## config.mk

```make
export PLATFORM = sky130hd
export DESIGN_NAME = fp_normalizer
export DESIGN_NICKNAME = d
export VERILOG_FILES = /design/src/rtl/fp_normalizer.sv
export SDC_FILE = /design/constraint.sdc
export NUM_CORES = 1
export LEC_CHECK = 0
export CORE_ASPECT_RATIO = 0.7
export CORE_MARGIN = 2
export CORE_UTILIZATION = 55
export CTS_CLUSTER_SIZE = 28
export DETAILED_ROUTE_END_ITERATION = 16
export HOLD_SLACK_MARGIN = 0.06
export PLACE_DENSITY = 0.84
export REMOVE_ABC_BUFFERS = 1
export SYNTH_ARGS = -nofsm -noshare
export SYNTH_HDL_FRONTEND = slang
export SYNTH_SLANG_ARGS = --single-unit
```

## constraint.sdc

```tcl
create_clock -name clk -period 3.3 [get_ports clk]
set_input_delay 0.495 -clock clk [delete_from_list [all_inputs] [get_ports clk]]
set_output_delay 0.495 -clock clk [all_outputs]
set_load 0.01 [all_outputs]
```

## src/rtl/fp_normalizer.sv

```systemverilog
// fp_normalizer
// Post-add normalization stage for a floating-point datapath. A start pulse
// captures a 26-bit adder result and its biased exponent. The block then moves
// the leading one to bit 24, one bit per cycle, and reports the mantissa, the
// shift that was applied and the corrected exponent with status flags.
//
// Ports
//   clk           rising-edge clock
//   reset         synchronous active-high reset
//   start         request pulse, honoured only in IDLE
//   mantissa_in   [25] carry, [24] hidden one, [2:0] guard/round/sticky
//   exp_in        biased exponent of mantissa_in
//   busy          high whenever the FSM is not in IDLE
//   done          one-cycle pulse, results valid while high
//   normalized    mantissa with leading one at bit 24
//   shift_amount  distance shifted
//   shift_left    1 = left shift, 0 = right shift or none
//   exp_adjust    magnitude of the exponent correction
//   exp_subtract  1 = exponent decreased, 0 = increased / unchanged
//   exp_out       corrected exponent
//   zero          mantissa was zero
//   exp_overflow  exponent saturated at 255
//   exp_underflow exponent clamped at 0
module fp_normalizer (
  input  logic        clk,
  input  logic        reset,
  input  logic        start,
  input  logic [25:0] mantissa_in,
  input  logic [7:0]  exp_in,
  output logic        busy,
  output logic        done,
  output logic [25:0] normalized,
  output logic [4:0]  shift_amount,
  output logic        shift_left,
  output logic [7:0]  exp_adjust,
  output logic        exp_subtract,
  output logic [7:0]  exp_out,
  output logic        zero,
  output logic        exp_overflow,
  output logic        exp_underflow
);

  typedef enum logic [1:0] {
    IDLE = 2'd0,
    NORM = 2'd1,
    DONE = 2'd2
  } state_t;

  state_t      state_r;
  logic [25:0] work_r;
  logic [7:0]  exp_r;
  logic [4:0]  cnt_r;

  // Exponent after a one-bit right shift; saturates at 255 (bit 8 = overflow).
  function automatic logic [8:0] exp_inc(input logic [7:0] e);
    logic [8:0] sum;
    sum = {1'b0, e} + 9'd1;
    if (sum >= 9'd255) begin
      exp_inc = {1'b1, 8'd255};
    end else begin
      exp_inc = {1'b0, sum[7:0]};
    end
  endfunction

  // Exponent after n left shifts; n >= e clamps to 0 (bit 8 = underflow).
  function automatic logic [8:0] exp_dec(input logic [7:0] e, input logic [4:0] n);
    if ({3'd0, n} >= e) begin
      exp_dec = {1'b1, 8'd0};
    end else begin
      exp_dec = {1'b0, e - {3'd0, n}};
    end
  endfunction

  logic [8:0] inc_s;
  logic [8:0] dec_s;

  // Exponent candidates for the carry and left-shift outcomes.
  always_comb begin
    inc_s = exp_inc(exp_r);
    dec_s = exp_dec(exp_r, cnt_r);
  end

  // Control FSM with all results registered.
  always_ff @(posedge clk) begin
    if (reset) begin
      state_r       <= IDLE;
      work_r        <= 26'd0;
      exp_r         <= 8'd0;
      cnt_r         <= 5'd0;
      busy          <= 1'b0;
      done          <= 1'b0;
      normalized    <= 26'd0;
      shift_amount  <= 5'd0;
      shift_left    <= 1'b0;
      exp_adjust    <= 8'd0;
      exp_subtract  <= 1'b0;
      exp_out       <= 8'd0;
      zero          <= 1'b0;
      exp_overflow  <= 1'b0;
      exp_underflow <= 1'b0;
    end else begin
      case (state_r)
        IDLE: begin
          if (start) begin
            work_r        <= mantissa_in;
            exp_r         <= exp_in;
            cnt_r         <= 5'd0;
            zero          <= 1'b0;
            exp_overflow  <= 1'b0;
            exp_underflow <= 1'b0;
            busy          <= 1'b1;
            state_r       <= NORM;
          end else begin
            state_r <= IDLE;
          end
        end
        NORM: begin
          if (work_r == 26'd0) begin
            normalized   <= 26'd0;
            shift_amount <= 5'd0;
            shift_left   <= 1'b0;
            exp_adjust   <= 8'd0;
            exp_subtract <= 1'b0;
            exp_out      <= 8'd0;
            zero         <= 1'b1;
            done         <= 1'b1;
            state_r      <= DONE;
          end else if (work_r[25]) begin
            // Right shift by one; the dropped bit folds into sticky.
            normalized   <= {1'b0, work_r[25:2], work_r[1] | work_r[0]};
            shift_amount <= 5'd1;
            shift_left   <= 1'b0;
            exp_adjust   <= 8'd1;
            exp_subtract <= 1'b0;
            exp_out      <= inc_s[7:0];
            exp_overflow <= inc_s[8];
            done         <= 1'b1;
            state_r      <= DONE;
          end else if (work_r[24]) begin
            normalized   <= work_r;
            shift_amount <= cnt_r;
            exp_adjust   <= {3'd0, cnt_r};
            done         <= 1'b1;
            state_r      <= DONE;
            if (cnt_r == 5'd0) begin
              shift_left   <= 1'b0;
              exp_subtract <= 1'b0;
              exp_out      <= exp_r;
            end else begin
              shift_left    <= 1'b1;
              exp_subtract  <= 1'b1;
              exp_out       <= dec_s[7:0];
              exp_underflow <= dec_s[8];
            end
          end else begin
            work_r  <= {work_r[24:0], 1'b0};
            cnt_r   <= cnt_r + 5'd1;
            state_r <= NORM;
          end
        end
        DONE: begin
          done    <= 1'b0;
          busy    <= 1'b0;
          state_r <= IDLE;
        end
        default: begin
          done    <= 1'b0;
          busy    <= 1'b0;
          state_r <= IDLE;
        end
      endcase
    end
  end

endmodule

```

==> impl_metrics.ini <==
[finish]
finish.instance_area_mm2 = 0.00523
num_antenna_cells = 0
layout_common_cells = sky130_fd_sc_hd__nor2_1, sky130_fd_sc_hd__clkdlybuf4s50_1, sky130_fd_sc_hd__dfxtp_1
sequential_cell_area_mm2 = 0.00170
post_layout_nonfiller_instances = 660
multi_input_comb_area_mm2 = 0.00223
fillerInstances = 568
final_net_count = 604
layout_commonest_cell = sky130_fd_sc_hd__nor2_1
layout-drive-gt1-share_pct = 6.23
syn_to_final_growth_pct = 25.1

[floorplanning]
design.die.area_mm2 = 0.00832
initial_utilization_pct = 57.1
design.portCount = 91
core-area_mm2 = 0.00732
row_count = 26
die_x_um = 108
y_dimension_of_the_die_um = 76.9

[critical_path]
critPathKind = reg2reg
crit_path_cell_trace = buf_4 -> nor3_2 -> buf_4 -> a21oi_2 -> buf_4 -> a222oi_1 -> nor2_1
worstPathMaxFanout = 29
crit_path_end_kind = register
startpoint_type = register
worst_path_largest_cell_delay_ns = 0.73
crit_top_cell = sky130_fd_sc_hd__buf_4
critical_path_arrival_ns = 2.92
crit_slowest_cell = sky130_fd_sc_hd__dfxtp_2
cp_data_required_time_ns = 3.59

[global_routing]
grt_first_pass_wirelength_um = 18300
global_route.usage.total_pct = 27.6
first_global_vias = 3668
antenna_found_initial = 0
grt_remaining_overflow = 0
grt_start_max_net_pins = 58

[sta]
fin_ws_ns = 0.674
number_of_max_slew_violations_in_the_final_report = 0
finalCriticalPeriod_ns = 2.63
hold_viol_final = 0
maximum_frequency_from_static_timing_analysis_mhz = 381
tns_ns = 0
relSlewSlack_pct = 59.1
worstMarginPinSlew_ns = 0.612
final-setup-viol-count = 0
rsz0062_at_grt = no
post-route-period-util_pct = 79.6
clock_skew_ns = 0.0106

[logic_synthesis]
asyncSetResetFlopFracSynth_pct = 0
synthesis.instances = 496
dominant_register_cell_in_the_synthesized_netlist = sky130_fd_sc_hd__dfxtp_1
yosysWarningCount = 0
netlist_area_mm2 = 0.00418
post_synth_edffs = 0
mean_cell_area_of_the_mapped_netlist_um2 = 8.43
sequential_share_of_the_synthesized_area_pct = 40.7
cell_type_with_the_highest_aggregate_area_in_the_netlist = sky130_fd_sc_hd__dfxtp_1
synth.ff_latch_count = 85
post-synth-top-area-fraction_pct = 40.7
netlist_top_cells_area = sky130_fd_sc_hd__dfxtp_1, sky130_fd_sc_hd__nor2_1, sky130_fd_sc_hd__mux2i_1
synth.distinct_cells = 58

[detailed_routing]
routed_wire_per_std_cell_um = 17.1
drt_pre_antenna_iters = 9
avgViaCountPerCell = 6.24
drcViolationCount = 0
number_of_vias_after_detailed_routing = 4116
drt_iter0_markers = 394
ant_nets = 0
routed_wirelength_um = 11300

[clocking]
post_cts_resize_count = 0
tritoncts = yes
number_of_clock_sinks = 85
cts_hold_buffers = 0
postCtsSetupRepairBufs = 0
clock_tree.htree_level_count = 3
clk_pin_slew_worst_paths_ns = 0.08
insertion_delay_ns = 0.36
number_of_buffers_created_by_cts = 9
cts.path.max_buffers = 2
clk_root_buffer_cell = sky130_fd_sc_hd__clkbuf_8

[status]
run_status = completed

[placement]
finalWeightedCongestion = 0.932
dp.final_hpwl_um = 7630
placement.setup.worst_slack_ns = 0.766
port_buffers = 86
placed_cell_count = 644
placed_area_mm2 = 0.00503

[power_and_ir_drop]
power.leakage_nw = 1.84
power.total_w = 0.00249
vdd_drop_max_v = 0.000247
p_per_area_mw_per_mm2 = 476

[flow_run]
cap_viol_max_count = 0

[min_path]
hold_path.class = reg2reg
==> per-layer routing <==
layer  vias to the layer above  track usage, %  part of all wire, %
li1                       1938               -                    -
met1                      1938            41.5                   47
met2                       222            38.5                   43
met3                        18            7.14                  8.7
met4                         0            8.21                  1.5
met5                         -               0                    0
==> kinds of logic after synthesis <==
family          count (synthesis)  share of synthesized area [%]
simple gates                  179                           19.6
compound gates                129                           22.1
mux                            25                           6.02
buf+inv                        59                           6.61
other cells                     1                         0.0897
xor+xnor                        8                           1.68
flops                          85                           40.7
fa+ha+maj                      10                           3.17
==> power breakdown <==
group | internal (W) | switching, W | leakage, nW
clock | 0.000355 | 0.000401 | 0.0895
sequential | 0.00108 | 0.0000868 | 0.692
combinational | 0.000245 | 0.000316 | 1.06
==> sequential cells by signal (all words and copies together), names as in the netlist <==
name and count:
exp_subtract 1, exp_r 8, zero 1, state_r 2, exp_underflow 1, cnt_r 5
normalized 25, done 1, exp_out 8, exp_adjust 5, busy 1, exp_overflow 1
work_r 26
==> critical path: cells and delay by family (launching register included) <==
family | cells | cell delay (ns)
DFF | 1 | 0.73
and+or+nand+nor | 2 | 0.22
buffers and inverters | 3 | 1.06
AOI/OAI and AO/OA | 2 | 0.54
==> stage by stage <==
| step | utilization (%) | hold WS [ns] |
|---|---|---|
| 2_1_floorplan | - | 0.467 |
| 3_3_place_gp | 68.7 | 0.432 |
| 3_5_place_dp | 68.7 | 0.438 |
| 4_1_cts | 71.4 | 0.450 |
| 5_1_grt | 71.4 | 0.467 |
| 6_report | 71.4 | 0.448 |
==> cell usage after synthesis, types with 10 or more instances <==
master and number:
sky130_fd_sc_hd__a21oi_1 28, sky130_fd_sc_hd__a222oi_1 23, sky130_fd_sc_hd__a31oi_1 30, sky130_fd_sc_hd__buf_4 10, sky130_fd_sc_hd__clkbuf_1 24, sky130_fd_sc_hd__dfxtp_1 85, sky130_fd_sc_hd__inv_1 11, sky130_fd_sc_hd__mux2i_1 24
sky130_fd_sc_hd__nand2_1 35, sky130_fd_sc_hd__nor2_1 92, sky130_fd_sc_hd__nor3_1 12, sky130_fd_sc_hd__o21ai_0 15
==> layout make-up <==
cell class	instances	share of cell area [%]
flip-flops and latches	85	32.6
inverters	11	0.790
repair buffers	95	17.9
multi-input cells	355	42.6
clock inverters	6	1.34
clock buffers	10	2.44
well taps	98	2.35
==> final timing paths <==
check               end  startpoint  slack, ns  cells past startpoint
max reg2reg  work_r[20]  work_r[25]       0.67                      7
min reg2reg  exp_out[6]  exp_out[6]       0.45                      2
min          exp_out[6]  exp_out[6]       0.45                      2
max          work_r[20]  work_r[25]       0.67                      7
Note: power is estimated with default switching activity, not from simulation.
